### src/rtl/cordic_spi_host.sv
// cordic_spi_host: SPI master (mode 0) front end for a CORDIC SPI slave.
// A request captures four 16-bit operands, sends them as an 8-byte write
// frame (low byte first, each byte MSB first), waits for data_ready, then
// reads sin, cos and alpha back in a 6-byte frame.
// Ports:
//   i_clk, rst_n          clock, synchronous active-low reset
//   i_start               request, sampled only in IDLE
//   i_x/i_y/i_alpha/i_atan_0  operands, captured on accepted start
//   o_busy                high from accepted start until back in IDLE
//   o_sin/o_cos/o_alpha   result registers, updated with o_valid
//   o_valid, o_timeout    one-cycle pulses
//   sclk, mosi, cs_n      SPI master outputs (sclk idles low, cs_n high)
//   miso, data_ready      slave inputs, both double-flop synchronized
module cordic_spi_host #(
  parameter int unsigned CLK_DIV  = 4,
  parameter int unsigned BYTE_GAP = 8,
  parameter int unsigned CS_GAP   = 4,
  parameter int unsigned TIMEOUT  = 1023
) (
  input  logic        i_clk,
  input  logic        rst_n,
  input  logic        i_start,
  input  logic [15:0] i_x,
  input  logic [15:0] i_y,
  input  logic [15:0] i_alpha,
  input  logic [15:0] i_atan_0,
  output logic        o_busy,
  output logic [15:0] o_sin,
  output logic [15:0] o_cos,
  output logic [15:0] o_alpha,
  output logic        o_valid,
  output logic        o_timeout,
  output logic        sclk,
  output logic        mosi,
  output logic        cs_n,
  input  logic        miso,
  input  logic        data_ready
);

  typedef enum logic [2:0] {
    IDLE, WR_SETUP, WR_BYTES, WR_GAP, WAIT_RDY, RD_SETUP, RD_BYTES, RD_END
  } state_t;

  state_t state, state_nx;

  logic [1:0]  miso_sync, rdy_sync;
  logic        miso_s, rdy_s;
  logic [31:0] cnt;
  logic        in_gap;
  logic [2:0]  bit_cnt, byte_cnt;
  logic [63:0] tx_sr;
  logic [47:0] rx_sr;
  logic [1:0]  rise_d;

  logic       in_bytes, half_done, gap_done, rise_now, byte_end, frame_end;
  logic       setup_done, wr_gap_done, rdy_timeout, end_done;
  logic [2:0] last_byte;

  assign miso_s = miso_sync[1];
  assign rdy_s  = rdy_sync[1];
  // tx_sr shifts in zeros, so mosi is 0 once the write frame has gone out
  assign mosi   = tx_sr[63];

  always_comb begin
    in_bytes    = (state == WR_BYTES) || (state == RD_BYTES);
    last_byte   = (state == WR_BYTES) ? 3'd7 : 3'd5;
    half_done   = in_bytes && !in_gap && (cnt == CLK_DIV - 1);
    gap_done    = in_bytes && in_gap && (cnt == BYTE_GAP - 1);
    rise_now    = half_done && !sclk;
    byte_end    = half_done && sclk && (bit_cnt == 3'd7);
    frame_end   = byte_end && (byte_cnt == last_byte);
    setup_done  = (cnt == CS_GAP - 1);
    wr_gap_done = (cnt == CLK_DIV + CS_GAP - 1);
    rdy_timeout = (cnt == TIMEOUT - 1);
    end_done    = (cnt == CS_GAP);
  end

  always_comb begin
    state_nx = state;
    case (state)
      IDLE:     if (i_start) state_nx = WR_SETUP;
      WR_SETUP: if (setup_done) state_nx = WR_BYTES;
      WR_BYTES: if (frame_end) state_nx = WR_GAP;
      WR_GAP:   if (wr_gap_done) state_nx = WAIT_RDY;
      WAIT_RDY: begin
        if (rdy_s) state_nx = RD_SETUP;
        else if (rdy_timeout) state_nx = IDLE;
      end
      RD_SETUP: if (setup_done) state_nx = RD_BYTES;
      RD_BYTES: if (frame_end) state_nx = RD_END;
      RD_END:   if (end_done) state_nx = IDLE;
      default:  state_nx = IDLE;
    endcase
  end

  always_ff @(posedge i_clk) begin
    if (!rst_n) state <= IDLE;
    else        state <= state_nx;
  end

  always_ff @(posedge i_clk) begin
    if (!rst_n) begin
      miso_sync <= '0;
      rdy_sync  <= '0;
      cnt       <= '0;
      in_gap    <= 1'b0;
      bit_cnt   <= '0;
      byte_cnt  <= '0;
      tx_sr     <= '0;
      rx_sr     <= '0;
      rise_d    <= '0;
      sclk      <= 1'b0;
      cs_n      <= 1'b1;
      o_busy    <= 1'b0;
      o_valid   <= 1'b0;
      o_timeout <= 1'b0;
      o_sin     <= '0;
      o_cos     <= '0;
      o_alpha   <= '0;
    end else begin
      miso_sync <= {miso_sync[0], miso};
      rdy_sync  <= {rdy_sync[0], data_ready};
      o_valid   <= 1'b0;
      o_timeout <= 1'b0;
      // Sample two cycles after the rising edge: the synchronizer output
      // then holds exactly the miso level present at the edge.
      rise_d    <= {rise_d[0], rise_now};
      if (rise_d[1]) rx_sr <= {rx_sr[46:0], miso_s};

      case (state)
        IDLE: begin
          cnt <= '0;
          if (i_start) begin
            tx_sr  <= {i_x[7:0], i_x[15:8], i_y[7:0], i_y[15:8],
                       i_alpha[7:0], i_alpha[15:8], i_atan_0[7:0], i_atan_0[15:8]};
            cs_n   <= 1'b0;
            o_busy <= 1'b1;
          end
        end
        WR_SETUP, RD_SETUP: begin
          in_gap   <= 1'b0;
          bit_cnt  <= '0;
          byte_cnt <= '0;
          cnt      <= setup_done ? '0 : cnt + 32'd1;
        end
        WR_BYTES, RD_BYTES: begin
          if (in_gap) begin
            if (gap_done) begin
              in_gap <= 1'b0;
              cnt    <= '0;
            end else begin
              cnt <= cnt + 32'd1;
            end
          end else if (half_done) begin
            cnt  <= '0;
            sclk <= !sclk;
            if (sclk) begin
              tx_sr   <= {tx_sr[62:0], 1'b0};
              bit_cnt <= bit_cnt + 3'd1;
              if (byte_end) begin
                byte_cnt <= byte_cnt + 3'd1;
                in_gap   <= !frame_end;
              end
            end
          end else begin
            cnt <= cnt + 32'd1;
          end
        end
        WR_GAP: begin
          if (cnt == CLK_DIV - 1) cs_n <= 1'b1;
          cnt <= wr_gap_done ? '0 : cnt + 32'd1;
        end
        WAIT_RDY: begin
          if (rdy_s) begin
            cs_n <= 1'b0;
            cnt  <= '0;
          end else if (rdy_timeout) begin
            o_timeout <= 1'b1;
            o_busy    <= 1'b0;
            cnt       <= '0;
          end else begin
            cnt <= cnt + 32'd1;
          end
        end
        RD_END: begin
          // First RD_END cycle: the last miso sample has landed by now.
          if (cnt == 32'd0) begin
            cs_n    <= 1'b1;
            o_sin   <= {rx_sr[39:32], rx_sr[47:40]};
            o_cos   <= {rx_sr[23:16], rx_sr[31:24]};
            o_alpha <= {rx_sr[7:0],   rx_sr[15:8]};
            o_valid <= 1'b1;
          end
          if (end_done) begin
            o_busy <= 1'b0;
            cnt    <= '0;
          end else begin
            cnt <= cnt + 32'd1;
          end
        end
        default: cnt <= '0;
      endcase
    end
  end

endmodule
### config.mk
export PLATFORM = sky130hd
export DESIGN_NAME = cordic_spi_host
export DESIGN_NICKNAME = d
export VERILOG_FILES = /design/src/rtl/cordic_spi_host.sv
export SDC_FILE = /design/constraint.sdc
export NUM_CORES = 1
export LEC_CHECK = 0
export CORE_UTILIZATION = 45
export CTS_CLUSTER_SIZE = 10
export DETAILED_ROUTE_END_ITERATION = 6
export GPL_TIMING_DRIVEN = 0
export MAX_ROUTING_LAYER = met4
export PLACE_DENSITY = 0.65
export SYNTH_ARGS = -nofsm -noshare
export SYNTH_HDL_FRONTEND = slang
export SYNTH_SLANG_ARGS = --single-unit
export TNS_END_PERCENT = 30
### constraint.sdc
create_clock -name i_clk -period 2.9 [get_ports i_clk]
set_input_delay 0.435 -clock i_clk [delete_from_list [all_inputs] [get_ports i_clk]]
set_output_delay 0.435 -clock i_clk [all_outputs]
set_load 0.01 [all_outputs]
; After elaboration in Yosys (flattened, before gate mapping)
; Cells that the tools add are included.
[totals]
register_bits = 213
latch_bits = 0
ram_bits = 0
romBits = 0
inputBits = 69
elab_cells = 136
memories = 0
[op_classes]
add_sub_neg = 3
multipliers = 0
div = 0
order_cmp = 0
n_eq_ne = 30
n_shift = 0
muxes = 52
bitwise_logic = 3
n_reduce_logical = 30
[op_table]
columns = cell, n
row1 = $mux W32, 8
row2 = $mux W64, 4
row3 = $pmux W32 S6, 1
row4 = $pmux W64 S2, 1
row5 = $eq A32 B3 Y1 const B, 2
row6 = $mux W3, 16
row7 = $add A32 B1 Y32 const B, 1
row8 = $eq A32 B10 Y1 const B, 1
row9 = $eq A32 B2 Y1 const B, 1
row10 = $logic_not A32 Y1, 1
row11 = $ne A2 B2 Y1 const B, 16
row12 = $pmux W3 S8, 1
row13 = $reduce_and A5 Y1, 4
row14 = $eq A3 B3 Y1 const B, 5
row15 = $mux W1, 15
row16 = $pmux W3 S2, 2
row17 = $logic_and A1 B1 Y1, 8
row18 = $reduce_and A8 Y1, 1
row19 = $add A3 B1 Y3 const B, 2
row20 = $eq A3 B2 Y1 const B, 2
row21 = $pmux W1 S4, 1
row22 = $reduce_and A2 Y1, 2
row23 = $reduce_and A4 Y1, 1
row24 = $reduce_bool A2 Y1, 2
row25 = 15 further kinds, 20

; Logic depth before layout (Yosys ltp)
; Gate-level depths: netlist (run 1).
[depth]
word_depth = 13
ltp_mapped = 9
ltp_nobuf = 7

; Worst setup path before layout (run 1)
; No wires, ideal clock.
[synth_timing]
kind = register to register
startpoint = register cnt[21]
endpoint = register byte_cnt[2]
setup_ps = 70
arrival_ps = 2513
setup_slack_ps = 317
stages_incl_launch_ff = 8
path_buffers = 2
path_cell_list = dfxtp_1 > or4_1 > or3_1 > buf_2 > or4_1 > buf_2 > or4_1 > a21oi_1
[synth_via]
elab_chain_cells = 6
[synth_rtl]
columns = element, line
row1 = from (decl), 48  ; logic [31:0] cnt;
row2 = from (signal assigned), 144  ; cnt <= setup_done ? '0 : cnt + 32'd1;
row3 = from (signal assigned), 152  ; cnt <= cnt + 32'd1;
row4 = from (signal assigned), 166  ; cnt <= cnt + 32'd1;
row5 = $eq A32 B2 Y1 (*), 67  ; half_done = in_bytes && !in_gap && (cnt == CLK_DIV - 1);
row6 = $logic_and A1 B1 Y1 (*), 67
row7 = $logic_and A1 B1 Y1 (2 in series), 70  ; byte_end = half_done && sclk && (bit_cnt == 3'd7);
row8 = $ne A2 B2 Y1 (no line), --
row9 = $reduce_and A5 Y1 (no line) (*), --
row10 = to (signal assigned), 161  ; byte_cnt <= byte_cnt + 3'd1;
row11 = to (decl), 50  ; logic [2:0] bit_cnt, byte_cnt;
; Mark *: on every way between the ends. The rest lies on a longest branch, timed or not.
; A chain may end at the register's enable or synchronous reset.

; Worst setup path in the final report (run 1)
; Same ends and word-level chain as after synthesis.

==> results.toml, run 1 <==
[cells_and_area]
n_antenna_cell = 0
area_delta_synth_final_pct = 25.1
final_core_util_pct = 58.3
design_area_um2 = 11500
fillers = 1755
finish.net_count = 1199
drive_above_1_share_pct = 4.70

[global_route]
grt_max_degree = 14
overflow = 0
grt_pass1_wl_um = 35100
grt_pass1_vias = 6875
grt_usage_pct = 20.5
grt_antenna_before_repair = 0

[cts]
clk_pin_slew_ns = 0.05
clock-sinks = 213
cts-root-buf = "clkbuf_16"
cts_tree = "yes"
cts_made_buffers = 25
clk_latency_ns = 0.52
htree_levels = 1
cts.path.max_buffers = 3
holdBufCountCts = 0

[routing]
wl_met3_um = 1120
route.layer.met1.wl_um = 10200
wl_met2_um = 9400
wl_per_cell_um = 15.1
wl_um = 21000
dr.pass1.iters = 5
drt-initial-drc-count = 254
routed_via_density = 5.24
dr.max_layer_used = "met4"
final_antenna_net_count = 0
vias = 7306
drcViolationCount = 0

[yosys]
ys_ff_latch = 213
netlist.area_leader.share_pct = 46.4
ys_warn_count = 0
synthCells = 973
synth_nets = 1048
ys_seq_area_share_pct = 46.4
synth_cell_types = 44
avgSynthCellArea_um2 = 9.45
netlist_area_um2 = 9190
yosys-top-cells-area = "dfxtp_1, mux2i_1, o211a_1"
yosys.area.top_type = "dfxtp_1"

[worst_setup_path]
crit_type = "register to register"
required_ns = 3.36
arrival_ns = 3.19
r2r-start = "cnt[21]"
end_kind = "register"
r2r_setup_slack_ns = 0.17
worstReg2RegEnd = "byte_cnt[2]"
cp-start-kind = "register"
rr_worst_depth = 7
cp_max_fo = 7

[die]
die_y_um = 145
dieArea_um2 = 21000
core_um2 = 19700
die_w_um = 145
io_pins = 123
start_util_pct = 46.6
num_rows = 51

[run_status]
status = "finished clean"

[sta]
slew_violations = 0
fmax_ghz = 0.366
finalSetupViolations = 0
hold_viol_final = 0
tightestPinTransition_ns = 0.717
finalCriticalPeriod_ns = 2.73
slew_headroom_pct = 52.2
finClkSkew_ns = 0.00762
post-route-period-util_pct = 94.1

[pwr]
p_per_area_nw_per_um2 = 538
p_leak_nw = 4.83
p_total_w = 0.00618
peakVddDrop_mv = 0.401

[min_path]
holdPathStages = 1
hp-class = "register to register"
whs_endpoint = "rise_d[1]"
min-delay-start = "rise_d[0]"

[placement]
place_congestion = 0.874
post_dp_cell_area_um2 = 10700
port_buffers = 122
dp_hpwl_um = 14700

[run]
maxCapViolCount = 0
==> cell type report <==
| class | count | area [µm²] | area share [%] |
|---|---|---|---|
| Tap cell | 265 | 332 | 2.88 |
| Inverter | 6 | 22.5 | 0.196 |
| Timing Repair Buffer | 124 | 1240 | 10.8 |
| Clock buffer | 30 | 664 | 5.78 |
| Sequential cell | 213 | 4260 | 37.1 |
| Buffer | 80 | 318 | 2.76 |
| Clock inverter | 1 | 20.0 | 0.174 |
| Multi-Input combinational cell | 674 | 4640 | 40.4 |
==> worst max-delay path: stages, from the launching register on <==
cell	delay, ns
dfxtp_1	0.35
or4_4	0.56
or3_1	0.31
buf_2	0.17
or4_1	0.49
buf_2	0.17
or4_1	0.47
a21oi_1	0.15
==> synthesized netlist by cell type <==
cell type	instances
dfxtp_1	213
nand2_1	121
mux2i_1	113
clkbuf_1	67
o21ai_0	65
o211a_1	63
nor2b_1	50
nor2_1	33
a21boi_0	32
xor2_1	23
nand3_1	21
a21boi_1	20
nand4_1	18
nor3_1	14
and2_1	12
nor4_1	12
buf_1	9
and3_1	7
xnor2_1	7
and4_1	6
ha_1	6
inv_1	6
a21oi_1	5
nand2b_1	5
o21a_1	5
or3_1	5
or4_1	5
buf_2	4
a211oi_1	3
nor4b_1	3
o21ai_1	3
and4b_1	2
nand3b_1	2
o31ai_1	2
or2_2	2
a21o_1	1
a31oi_1	1
a32o_1	1
a41oi_1	1
nand4b_1	1
nor3b_1	1
o22ai_1	1
o31a_1	1
or3b_2	1
==> through the flow <==
stage               setup TNS (ns)  instances  hold slack (ns)  setup slack (ns)
CTS                              0       1391            0.431           0.00155
detailed placement          -16.91       1360            0.417            -0.298
global placement            -19.22       1360            0.416            -0.331
global route              -0.00270       1393            0.442          -0.00270
floorplan                        0        973            0.412             0.317
finish                           0       1393            0.431             0.170
==> placed cells by master (no fill, tap or decap), types with 6 or more instances in the layout <==
cell	netlist	layout
nor2b_1	50	50
nor4_1	12	10
clkbuf_1	67	60
clkdlybuf4s50_1	0	122
ha_1	6	6
xor2_1	23	23
nand2_1	121	121
nand3_1	21	21
a21boi_0	32	32
o211a_1	63	63
nor3_1	14	12
and3_1	7	7
nor2_1	33	33
clkbuf_16	0	25
mux2i_1	113	113
inv_1	6	6
clkbuf_2	0	10
and4_1	6	6
xnor2_1	7	7
nand4_1	18	18
a21boi_1	20	20
dfxtp_1	213	213
o21ai_0	65	65
buf_1	9	9
and2_1	12	12
==> metal layers <==
metal / GRT usage, % / vias up
met5: - / -
met4: 4.26 / 0
met3: 3.90 / 26
met2: 31.6 / 173
met1: 28.0 / 3386
li1: - / 3721
==> worst max-delay path by stage <==
stage / from / endpoint / slack [ns]
final: cnt[21] / byte_cnt[2] / 0.17
after floorplan: cnt[21] / byte_cnt[2] / 0.32
after CTS: cnt[21] / o_alpha[10] / 0.002
after global routing: cnt[21] / byte_cnt[2] / -0.003
after detailed placement: cnt[7] / tx_sr[31] / -0.30
after global placement: cnt[7] / tx_sr[45] / -0.33
==> kinds of logic (layout without fill, tap and decap cells) <==
group	Yosys count	count (layout)	share of synthesized area (%)
flip-flops	213	213	46.4
XOR/XNOR	30	30	2.86
AO/OA/AOI/OAI	204	204	16.4
adder cells (fa/ha/maj)	6	6	0.817
multiplexers	113	113	12.3
buffers and inverters	86	241	3.57
AND/OR/NAND/NOR	321	321	17.7
==> sequential cells by signal, indices dropped and copies added, names as in the netlist, 2 cells and up <==
register   count
rx_sr         48
rdy_sync       2
bit_cnt        3
o_cos         16
cnt           32
o_alpha       16
o_sin         16
miso_sync      2
rise_d         2
state          3
byte_cnt       3
tx_sr         64
==> power by group <==
part | total, W | switching [W] | internal, W
logic | 0.000382 | 0.000170 | 0.000212
clock network | 0.00274 | 0.00115 | 0.00159
registers | 0.00306 | 0.0000443 | 0.00301
total | 0.00618 | 0.00137 | 0.00482
==> timing repair <==
action | CTS | global route
pin swaps | 0 | 0
hold endpoints to repair | 0 | 0
resized for setup | 7 | 16
endpoints found under the setup margin | 111 | 114
setup buffers | 0 | 2
Note: power is estimated with default switching activity, not from simulation.
==> inputs of run 2 (changes only) <==
--- a/config.mk
+++ b/config.mk
@@ -5,6 +5,7 @@
 export SDC_FILE = /design/constraint.sdc
 export NUM_CORES = 1
 export LEC_CHECK = 0
+export ABC_CLOCK_PERIOD_IN_PS = 2900
 export CORE_UTILIZATION = 45
 export CTS_CLUSTER_SIZE = 10
 export DETAILED_ROUTE_END_ITERATION = 6
==> results of run 2 <==
The final DEF is identical to that of run 1; final timing and power are the same.
